==> src/rtl/countdown_timer_if.sv <==
// ============================================================================
// countdown_timer_if : keypad/command inputs and M:SS display outputs. Rev 1.0
// ============================================================================
`default_nettype none

interface countdown_timer_if;
   logic [3:0] digit;
   logic       digit_valid;
   logic       start;
   logic       stop;
   logic       clear;
   logic       door_closed;
   logic [3:0] minutes;
   logic [3:0] ten_secs;
   logic [3:0] unit_secs;
   logic       running;
   logic       done;

   modport master (
      output digit, digit_valid, start, stop, clear, door_closed,
      input  minutes, ten_secs, unit_secs, running, done
   );

   modport slave (
      input  digit, digit_valid, start, stop, clear, door_closed,
      output minutes, ten_secs, unit_secs, running, done
   );
endinterface

`default_nettype wire

==> src/rtl/countdown_timer.sv <==
// ============================================================================
// countdown_timer : microwave M:SS keypad entry and 1 Hz countdown core. Rev 1.0
// ============================================================================
`default_nettype none

module countdown_timer #(
   parameter int TICKS_PER_SEC = 50_000_000
) (
   input  wire logic        clk,
   input  wire logic        rst_n,
   countdown_timer_if.slave tmr
);

   localparam int            PW        = $clog2(TICKS_PER_SEC);
   localparam logic [PW-1:0] PRESC_MAX = PW'(TICKS_PER_SEC - 1);

   localparam logic [1:0] S_IDLE    = 2'd0;
   localparam logic [1:0] S_RUNNING = 2'd1;
   localparam logic [1:0] S_PAUSED  = 2'd2;
   localparam logic [1:0] S_DONE    = 2'd3;

   logic [1:0]    state_q, state_d;
   logic [3:0]    min_q, min_d;
   logic [3:0]    ten_q, ten_d;
   logic [3:0]    unit_q, unit_d;
   logic [PW-1:0] presc_q, presc_d;

   logic [3:0]    dec_min, dec_ten, dec_unit;
   logic          time_zero;
   logic          last_sec;
   logic          digit_ok;
   logic          pause_req;

   always_ff @(posedge clk or negedge rst_n) begin
      if (!rst_n) begin
         state_q <= S_IDLE;
         min_q   <= 4'd0;
         ten_q   <= 4'd0;
         unit_q  <= 4'd0;
         presc_q <= '0;
      end else begin
         state_q <= state_d;
         min_q   <= min_d;
         ten_q   <= ten_d;
         unit_q  <= unit_d;
         presc_q <= presc_d;
      end
   end

   // One-second borrow chain; minutes never underflow since RUNNING implies non-zero time.
   always_comb begin
      dec_min  = min_q;
      dec_ten  = ten_q;
      dec_unit = unit_q;
      if (unit_q != 4'd0) begin
         dec_unit = unit_q - 4'd1;
      end else begin
         dec_unit = 4'd9;
         if (ten_q != 4'd0) begin
            dec_ten = ten_q - 4'd1;
         end else begin
            dec_ten = 4'd5;
            dec_min = min_q - 4'd1;
         end
      end
   end

   always_comb begin
      time_zero = (min_q == 4'd0) && (ten_q == 4'd0) && (unit_q == 4'd0);
      last_sec  = (min_q == 4'd0) && (ten_q == 4'd0) && (unit_q == 4'd1);
      // unit_secs moves into the tens slot, so it must already be a valid tens digit.
      digit_ok  = (tmr.digit <= 4'd9) && (unit_q <= 4'd5);
      pause_req = tmr.stop || !tmr.door_closed;
   end

   always_comb begin
      state_d = state_q;
      min_d   = min_q;
      ten_d   = ten_q;
      unit_d  = unit_q;
      presc_d = presc_q;

      if (tmr.clear) begin
         state_d = S_IDLE;
         min_d   = 4'd0;
         ten_d   = 4'd0;
         unit_d  = 4'd0;
         presc_d = '0;
      end else begin
         case (state_q)
            S_IDLE: begin
               if (tmr.start && tmr.door_closed && !time_zero) begin
                  state_d = S_RUNNING;
                  presc_d = '0;
               end else if (tmr.digit_valid && digit_ok) begin
                  min_d  = ten_q;
                  ten_d  = unit_q;
                  unit_d = tmr.digit;
               end
            end
            S_RUNNING: begin
               if (pause_req) begin
                  state_d = S_PAUSED;
               end else if (presc_q == PRESC_MAX) begin
                  presc_d = '0;
                  min_d   = dec_min;
                  ten_d   = dec_ten;
                  unit_d  = dec_unit;
                  if (last_sec) begin
                     state_d = S_DONE;
                  end
               end else begin
                  presc_d = presc_q + PW'(1);
               end
            end
            S_PAUSED: begin
               if (tmr.stop) begin
                  state_d = S_IDLE;
                  min_d   = 4'd0;
                  ten_d   = 4'd0;
                  unit_d  = 4'd0;
                  presc_d = '0;
               end else if (tmr.start && tmr.door_closed) begin
                  state_d = S_RUNNING;
               end
            end
            S_DONE: begin
               if (tmr.start || tmr.stop || tmr.digit_valid) begin
                  state_d = S_IDLE;
                  presc_d = '0;
               end
            end
            default: begin
               state_d = S_IDLE;
            end
         endcase
      end
   end

   always_comb begin
      tmr.minutes   = min_q;
      tmr.ten_secs  = ten_q;
      tmr.unit_secs = unit_q;
      tmr.running   = (state_q == S_RUNNING);
      tmr.done      = (state_q == S_DONE);
   end

endmodule

`default_nettype wire

==> src/flat_wrapper.sv <==
// flat-port wrapper written by rule: the top's interface ports become plain ports
module countdown_timer_flat 
#(
   parameter int TICKS_PER_SEC = 50_000_000
)
  (clk, rst_n, tmr_digit, tmr_digit_valid, tmr_start, tmr_stop, tmr_clear, tmr_door_closed, tmr_minutes, tmr_ten_secs, tmr_unit_secs, tmr_running, tmr_done);
  countdown_timer_if tmr_i ();
  input  wire logic clk;
  input  wire logic rst_n;
  input wire logic [$bits(tmr_i.digit)-1:0] tmr_digit;
  input wire logic [$bits(tmr_i.digit_valid)-1:0] tmr_digit_valid;
  input wire logic [$bits(tmr_i.start)-1:0] tmr_start;
  input wire logic [$bits(tmr_i.stop)-1:0] tmr_stop;
  input wire logic [$bits(tmr_i.clear)-1:0] tmr_clear;
  input wire logic [$bits(tmr_i.door_closed)-1:0] tmr_door_closed;
  output wire logic [$bits(tmr_i.minutes)-1:0] tmr_minutes;
  output wire logic [$bits(tmr_i.ten_secs)-1:0] tmr_ten_secs;
  output wire logic [$bits(tmr_i.unit_secs)-1:0] tmr_unit_secs;
  output wire logic [$bits(tmr_i.running)-1:0] tmr_running;
  output wire logic [$bits(tmr_i.done)-1:0] tmr_done;
  assign tmr_i.digit = tmr_digit;
  assign tmr_i.digit_valid = tmr_digit_valid;
  assign tmr_i.start = tmr_start;
  assign tmr_i.stop = tmr_stop;
  assign tmr_i.clear = tmr_clear;
  assign tmr_i.door_closed = tmr_door_closed;
  assign tmr_minutes = tmr_i.minutes;
  assign tmr_ten_secs = tmr_i.ten_secs;
  assign tmr_unit_secs = tmr_i.unit_secs;
  assign tmr_running = tmr_i.running;
  assign tmr_done = tmr_i.done;
  countdown_timer #(.TICKS_PER_SEC(TICKS_PER_SEC)) u_core (.clk(clk), .rst_n(rst_n), .tmr(tmr_i));
endmodule
==> config.mk <==
export PLATFORM = sky130hd
export DESIGN_NAME = countdown_timer_flat
export DESIGN_NICKNAME = d
export VERILOG_FILES = /design/src/rtl/countdown_timer_if.sv /design/src/rtl/countdown_timer.sv /design/src/flat_wrapper.sv
export SDC_FILE = /design/constraint.sdc
export NUM_CORES = 1
export LEC_CHECK = 0
export CAP_MARGIN = 20
export CORE_MARGIN = 1.5
export CORE_UTILIZATION = 49
export DETAILED_ROUTE_END_ITERATION = 12
export PLACE_DENSITY = 0.81
export SLEW_MARGIN = 20
export SYNTH_ARGS = -nofsm -noshare
export SYNTH_HDL_FRONTEND = slang
export SYNTH_SLANG_ARGS = --single-unit
==> constraint.sdc <==
create_clock -name clk -period 2.35 [get_ports clk]
set_input_delay 0.705 -clock clk [delete_from_list [all_inputs] [get_ports clk]]
set_output_delay 0.705 -clock clk [all_outputs]
set_load 0.03 [all_outputs]
==> impl_metrics.ini, run 1 <==
[floorplan]
rows = 26
die_area_sq_um = 5950
die_y_microns = 77.1
initial_core_util_pct = 51.8
die_width_microns = 77.1
boundaryPins = 25
core-area_sq_um = 5200

[yosys]
synth_area_per_cell_sq_um = 8.83
netlist_top_cells_area = dfrtp_1 (37%), a21oi_1 (5.9%), ha_1 (5.1%)
synth_fp_nets = 327
synth-edff-count = 0
ys_seq_area_share_pct = 37.2
synthFlopType = dfrtp_1
ys_ff_latch = 40
synth_top_area_share_pct = 37.2
async_reset_ff_share_pct = 100
yosys.area.top_type = dfrtp_1
netlist_instances = 305
syn_area_sq_um = 2690
yosysWarnings = 0
synth.distinct_cells = 54

[setup_path]
cp.arrival_ns = 2.64
worst_setup_path_end_kind = flop
slowest_stage = or4_4
crit_required_ns = 2.58
crit_path_max_incr_delay_ns = 0.51
path_class = primary input to flop
cpLargestDelayFamily = buffers and inverters
crit_buf_inv = 4
worst-path-max-fanout = 6
crit_chain = clkdlybuf4s15_1 > nand2_2 > a221oi_2 > buf_4 > a31oi_4 > buf_12 > buf_16 > or4_4 > a21oi_2
cp-start-kind = primary input

[detailed_routing]
final_antenna_net_count = 0
vias_per_cell = 6.26
firstDrtPassIters = 5
vias = 2829
routedWlPerCell_microns = 17.7
first_iter_violations = 253
wl_mm = 7.98
drc = 0

[timing]
relSlewSlack_pct = 65.4
setup_viol = 7
rsz0062_at_grt = true
setup_ws_ns = -0.0573
skew_ns = 0.0152
max_freq_mhz = 415
min_period_ns = 2.41
tightest_slew_ns = 0.519
report.final.slew_viol_count = 0
finalHoldViolCount = 0
period_share_pct = 102

[pwr]
total_power_mw = 4.50
leakagePower_nw = 1.60
power_density_nw_per_um2 = 1190
irDropWorstVdd_v = 0.000688

[job]
maxCapViolCount = 0

[global_route]
grt_overflow = 0
grt_pass1_wl_mm = 12.8
first_global_vias = 2751
antenna_found_initial = 0
grt_use_total_pct = 27.1
grt_max_degree = 41

[layout]
n_fill_cell = 347
drive_above_1_share_pct = 31.9
final_nets = 404
final_area_sq_um = 3800
final_cell_mix = buf_4 (51), dfrtp_1 (38), a21oi_1 (26)
diodes = 0
final_common_cell = buf_4
areaGrowthSynthToFinish_pct = 41.0

[placed_design]
io_buffers = 24
dp_slack_ns = -0.630
place_area_sq_um = 3350
hpwlAfterDp_mm = 4.98
gp_congestion = 0.879

[clock_tree]
cts_htree_levels = 2
cts_buffer_depth = 2
path_clk_slew_ns = 0.09
cts_tree = yes
numCtsBuffers = 5
clk_latency_ns = 0.30
clock_sinks = 40
clock-root-buffer = clkbuf_8
holdBufCountCts = 0

[min_path]
worstHoldPathType = primary input to async pin

[run_status]
status = finished, violations left
violations = setup timing
==> through the flow <==
| step | TNS [ns] | hold slack (ns) | std cells | utilization, % |
|---|---|---|---|---|
| finish | -0.263 | 0.458 | 452 | 73.0 |
| global placement | -19.11 | 0.513 | 433 | 64.4 |
| floorplan | -0.0717 | 0.409 | 305 | - |
| CTS | 0 | 0.484 | 449 | 70.7 |
| global route | -0.348 | 0.521 | 452 | 73.0 |
| detailed placement | -20.54 | 0.526 | 433 | 64.4 |
==> registers in the layout, indices dropped and copies added, names as in the netlist <==
signal / flops
u_core.tmr.minutes: 4
u_core.tmr.ten_secs: 4
u_core.presc_q: 26
u_core.tmr.unit_secs: 4
u_core.state_q: 2
==> cells in the mapped netlist, drive strengths merged (3+ instances only) <==
cell type / n
dfrtp: 40
a21oi: 32
nand2: 25
o21ai: 23
inv: 14
or4: 13
nand4: 12
nor2: 12
o31ai: 12
ha: 11
nor3: 11
or3: 11
buf: 8
nand3: 8
mux2: 7
mux2i: 7
clkbuf: 5
nor3b: 5
nor4: 4
and3: 3
and4: 3
nand2b: 3
o22ai: 3
or4b: 3
==> worst reg2reg max path, delay by kind of cell, from the launching register on <==
kind | cells | cell delay (ns)
adder cells (fa/ha/maj) | 1 | 0.20
AO/OA/AOI/OAI | 3 | 0.57
flip-flops | 1 | 0.36
AND/OR/NAND/NOR | 1 | 0.51
buffers and inverters | 5 | 0.67
==> cell families (layout without fill, tap and decap cells) <==
family,Yosys count,after routing,share of synthesized area (%)
fa+ha+maj,11,11,5.11
buf+inv,28,105,4.51
xor+xnor,3,3,0.976
simple gates,121,121,26.3
flops,40,40,37.2
mux,14,14,5.53
compound gates,88,88,20.4
==> path summary, 6_finish.rpt <==
kind                       slack, ns  cells past startpoint                     end              start
max                            -0.06                      9      u_core.presc_q[19]          tmr_start
min reg2reg                     0.54                      2       u_core.presc_q[1]  u_core.presc_q[1]
max in group asynchronous       1.51                      2       u_core.presc_q[8]              rst_n
max reg2reg                    -0.01                     10      u_core.presc_q[19]  u_core.state_q[1]
min in group clk                0.54                      2       u_core.presc_q[1]  u_core.presc_q[1]
min                             0.46                      2  u_core.tmr.ten_secs[3]              rst_n
==> cell type report <==
class                      instances  area [sq um]  share of cell area (%)
multi-input combinational        237          1740                    45.9
sequential                        40          1000                    26.4
timing repair buffer              83           778                    20.5
tap                               70          87.6                    2.31
clock buffer                       5          68.8                    1.81
clock inverter                     2          60.1                    1.58
inverter                          15          56.3                    1.48
==> where the power goes <==
| part | switching [mW] | leakage, nW | internal (mW) |
|---|---|---|---|
| Clock | 0.254 | 0.0642 | 0.418 |
| Sequential | 0.127 | 0.548 | 0.803 |
| Combinational | 1.48 | 0.984 | 1.42 |
==> layer usage <==
metal  track usage [%]  routed length, microns
met3              5.36                     425
met5                 0                       0
met1              32.7                    3200
met2              47.6                    4140
met4              9.27                     212
==> what timing repair did <==
action / in CTS / in global routing
pin swaps: 8 / 9
setup endpoints to repair: 38 / 42
resized for setup: 25 / 34
cloned: 2 / 0
setup buffers: 7 / 3
(Power assumes the default switching activity.)
==> run 2, diff against run 1 <==
- DONT_BUFFER_PORTS: unset -> 1
- PLACE_DENSITY: 0.81 -> 0.75
==> run 2 against run 1 <==
Effect of this change:
- clock skew down 0.0095 ns
- highest routed layer unchanged
- critical endpoint is now u_core.presc_q[25]
- first-iteration DRC count up 5.1%
- worst hold slack worse by 0.36 ns
- sequential share of layout area up 4.3 points
- utilization down 10 points
- clock power down 34%
- the run now ends clean
- global-route usage down 3.4 points
- critical path depth unchanged
==> impl_metrics.ini, run 2 (same netlist as run 1, synthesis figures left out) <==
[run_status]
status = finished clean

[floorplan]
core-area_sq_um = 5200
initial_core_util_pct = 51.8
die_width_microns = 77.1
boundaryPins = 25
die_area_sq_um = 5950
rows = 26
die_y_microns = 77.1

[setup_path]
worst-path-max-fanout = 5
path_class = flop to flop
cp-start-kind = flop
reg2regPathDepth = 9
timing.rr.start = u_core.tmr.unit_secs[0]
cp-endpoint = u_core.presc_q[25]
rrSetupSlack_ns = 0.05
r2r_end = u_core.presc_q[25]
crit_required_ns = 2.58
worst_setup_path_end_kind = flop
cp.arrival_ns = 2.53
crit_start = u_core.tmr.unit_secs[0]

[min_path]
worstHoldPathType = primary input to async pin

[timing]
tightest_slew_ns = 0.462
rsz0062_at_grt = true
fin_tns_setup_ns = 0
skew_ns = 0.00566
finalHoldViolCount = 0
relSlewSlack_pct = 68.9
hold_slack_ns = 0.0970
period_share_pct = 97.9
setup_viol = 0
report.final.slew_viol_count = 0
max_freq_mhz = 435
min_period_ns = 2.30

[pwr]
total_power_mw = 3.70
leakagePower_nw = 1.34
power_density_nw_per_um2 = 1130
irDropWorstVdd_v = 0.000683

[global_route]
grt_max_degree = 41
grt_use_total_pct = 23.7
antenna_found_initial = 0
grt_pass1_wl_mm = 11.3
first_global_vias = 2524
grt_overflow = 0

[layout]
n_fill_cell = 446
final_nets = 370
largest_reg_flops = 26
diodes = 0
final_cell_mix = buf_4 (45), dfrtp_1 (38), a21oi_1 (30)
largest-register = u_core.presc_q
final_common_cell = buf_4
drive_above_1_share_pct = 25.3
areaGrowthSynthToFinish_pct = 21.3
fin_util_pct = 62.8

[clock_tree]
clock_sinks = 40
clock-root-buffer = clkbuf_8
cts_buffer_depth = 2
numCtsBuffers = 5
holdBufCountCts = 0
cts_tree = yes
cts_htree_levels = 2
path_clk_slew_ns = 0.08
clk_latency_ns = 0.30

[detailed_routing]
routedWlPerCell_microns = 16.4
drc = 0
vias = 2612
wl_mm = 6.85
firstDrtPassIters = 5
final_antenna_net_count = 0
vias_per_cell = 6.25
first_iter_violations = 266

[placed_design]
hpwlAfterDp_mm = 4.80
io_buffers = 0
gp_congestion = 0.906

[job]
maxCapViolCount = 0
run 2: changes by cell type in the layout (fill, tap and decap cells not counted), moves of 4 or more:
cell             previous run  this run
buf_12                      4         0
buf_4                      51        45
or4_1                       6        12
a21oi_2                     6         2
or4_4                       6         0
clkdlybuf4s50_1            16         0
a21oi_1                    26        30
run 2: area by class of cell:
class | count | area, sq um | area share [%]
clock buffer | 6 | 72.6 | 2.22
clock inverter | 1 | 5.00 | 0.153
inverter | 15 | 56.3 | 1.72
multi-input combinational | 238 | 1670 | 51.1
sequential | 40 | 1000 | 30.7
tap | 70 | 87.6 | 2.68
timing repair buffer | 48 | 372 | 11.4
run 2: how the worst min path moves through the flow:
stage / from / to / slack [ns] / cells past startpoint
after floorplan: rst_n / u_core.presc_q[0] / 0.41 / 0
after global placement: rst_n / u_core.presc_q[22] / 0.41 / 0
after detailed placement: rst_n / u_core.presc_q[23] / 0.41 / 0
after CTS: rst_n / u_core.presc_q[6] / 0.09 / 0
after global routing: rst_n / u_core.presc_q[8] / 0.08 / 0
final: rst_n / u_core.presc_q[13] / 0.1 / 0
run 2: what timing repair did:
| action | in CTS | in global routing |
|---|---|---|
| cloned | 0 | 1 |
| resized for setup | 4 | 13 |
| hold endpoints to repair | 0 | 0 |
| pin swaps | 1 | 5 |
| buffers inserted | 0 | 2 |
| endpoints found under the setup margin | 11 | 39 |
run 2: power by group:
part | internal, mW | switching [mW]
Clock | 0.202 | 0.244
Combinational | 0.998 | 1.36
Sequential | 0.804 | 0.0929
run 2: critical path, stage by stage, from the launching register on:
cell and delay [ns]:
dfrtp_2 0.40, inv_1 0.07, buf_4 0.14, ha_1 0.19, nor3b_2 0.16, nand4_1 0.23, a31oi_2 0.20, buf_4 0.18
or4_1 0.52, a21oi_2 0.15
run 2: per-stage QoR:
stage                     std cells  setup slack, ns  area, sq um
after floorplan                 305          -0.0281         2710
after CTS                       415         -0.00995         3190
after global routing            418          -0.0327         3270
final                           418           0.0492         3270
after detailed placement        408          -0.0445         3080
after global placement          408          -0.0204         3080
run 2: per-layer routing:
layer | global-route usage, % | up-vias | part of all wire, %
met4 | 8.00 | 0 | 1.8
met3 | 5.60 | 11 | 6.0
met5 | 0 | - | 0
met1 | 30.8 | 1253 | 46
met2 | 38.6 | 95 | 47
li1 | - | 1253 | -
==> run 3, diff against run 2 <==
- ABC_CLOCK_PERIOD_IN_PS: unset -> 2350
- SETUP_SLACK_MARGIN: unset -> 0.5
==> run 3 against run 2 <==
Effect of this change:
- die area unchanged
- clock power is 26% higher
- sequential share of layout area fell by 4.1 points
- non-clock buffer count is 14 higher
- highest routed layer unchanged
- worst hold slack got worse by 0.0029 ns
==> impl_metrics.ini, run 3 (same netlist as run 1, synthesis figures left out) <==
[timing]
relSlewSlack_pct = 69.9
period_share_pct = 92.9
report.final.slew_viol_count = 0
min_period_ns = 2.18
setup_ws_ns = 0.168
hold_slack_ns = 0.0941
rsz0062_at_grt = true
tightest_slew_ns = 0.445
setup_viol = 0
fin_tns_setup_ns = 0
finalHoldViolCount = 0
max_freq_mhz = 458
skew_ns = 0.00572

[setup_path]
timing.rr.start = u_core.presc_q[16]
worst_setup_path_end_kind = flop
path_class = flop to flop
r2r_end = u_core.tmr.minutes[3]
cp.arrival_ns = 2.37
crit_required_ns = 2.54
rrSetupSlack_ns = 0.17
cp-start-kind = flop
crit_start = u_core.presc_q[16]
worst-path-max-fanout = 4
reg2regPathDepth = 6

[floorplan]
boundaryPins = 25
die_y_microns = 77.1
rows = 26
initial_core_util_pct = 51.8
core-area_sq_um = 5200
die_width_microns = 77.1
die_area_sq_um = 5950

[clock_tree]
clk_latency_ns = 0.30
cts_buffer_depth = 2
clock-root-buffer = clkbuf_8
cts_tree = yes
clock_sinks = 40
holdBufCountCts = 0
numCtsBuffers = 5
cts_htree_levels = 2
path_clk_slew_ns = 0.08

[layout]
seq_area_sq_um = 1010
final_nets = 383
drive_above_1_share_pct = 40.3
multi_input_area_sq_um = 1940
final_area_sq_um = 3790
fin_util_pct = 72.9
final_cell_mix = buf_4 (50), dfrtp_1 (34), a21oi_1 (28)
diodes = 0
largest-register = u_core.presc_q
largest_reg_flops = 26
final_common_cell = buf_4
layout.cells.non_filler = 432
areaGrowthSynthToFinish_pct = 40.9
n_fill_cell = 341

[detailed_routing]
vias_per_cell = 6.33
firstDrtPassIters = 4
vias = 2733
routedWlPerCell_microns = 18.5
first_iter_violations = 132
wl_mm = 8.00
drc = 0
final_antenna_net_count = 0

[pwr]
irDropWorstVdd_v = 0.000635
p_int_mw = 2.63
power_density_nw_per_um2 = 1220
p_comb_share_pct = 67.4
p_sw_share_pct = 43.2
total_power_mw = 4.64
power_frac_seq_pct = 20.4
netSwitchingPower_mw = 2.00
leakagePower_nw = 1.53
p_clk_share_pct = 12.2

[global_route]
grt_max_degree = 41
antenna_found_initial = 0
grt_use_total_pct = 27.3
first_global_vias = 2679
grt_overflow = 0
grt_pass1_wl_mm = 13.1

[min_path]
worstHoldPathType = primary input to async pin

[placed_design]
hpwlAfterDp_mm = 4.90
io_buffers = 0
place_area_sq_um = 3170
dp_slack_ns = 0.113
post-place-cells = 392
gp_congestion = 0.902

[job]
maxCapViolCount = 0

[run_status]
status = finished clean
## run 3: worst max-delay path: stages (launching register included)
cell	delay, ns
dfrtp_1	0.41
nor4b_1	0.46
nand4_1	0.24
buf_4	0.21
nor3_1	0.31
o21ai_2	0.13
mux2_4	0.31
## run 3: worst max-delay path by stage
stage	to	slack, ns	cells past startpoint
2_1_floorplan	u_core.tmr.minutes[3]	0.22	7
3_3_place_gp	u_core.tmr.unit_secs[0]	0.14	7
3_5_place_dp	u_core.tmr.unit_secs[2]	0.11	7
4_1_cts	u_core.tmr.minutes[3]	0.20	7
5_1_grt	u_core.tmr.minutes[3]	0.08	6
6_report	u_core.tmr.minutes[3]	0.17	6
## run 3: cell type report
| class | count | area share, % |
|---|---|---|
| clock buffers | 6 | 1.91 |
| clock inverters | 2 | 0.923 |
| inverters | 15 | 1.68 |
| multi-input cells | 237 | 51.2 |
| flip-flops and latches | 40 | 26.6 |
| well taps | 70 | 2.31 |
| repair buffers | 62 | 15.4 |
## run 3: per-layer routing
| metal | track usage (%) | share of wire [%] |
|---|---|---|
| met5 | 0 | 0 |
| met4 | 8.73 | 2.7 |
| met3 | 4.40 | 5.8 |
| met2 | 47.6 | 52 |
| met1 | 34.3 | 40 |
## run 3: timing repair
action	in CTS	in global routing
setup buffers	17	12
gates resized for setup	19	29
endpoints found under the hold margin	0	0
setup endpoints to repair	41	42
pin swaps	7	6
cloned	3	0
## run 3: power by group through the flow
stage / Combinational (mW) / Sequential [mW] / Clock [mW]
after floorplan: 1.49 / 1.13 / 0
after global placement: 2.15 / 0.950 / 0
after detailed placement: 2.21 / 0.955 / 0
after CTS: 2.74 / 0.937 / 0.571
after global routing: 3.33 / 0.958 / 0.596
final: 3.12 / 0.947 / 0.564
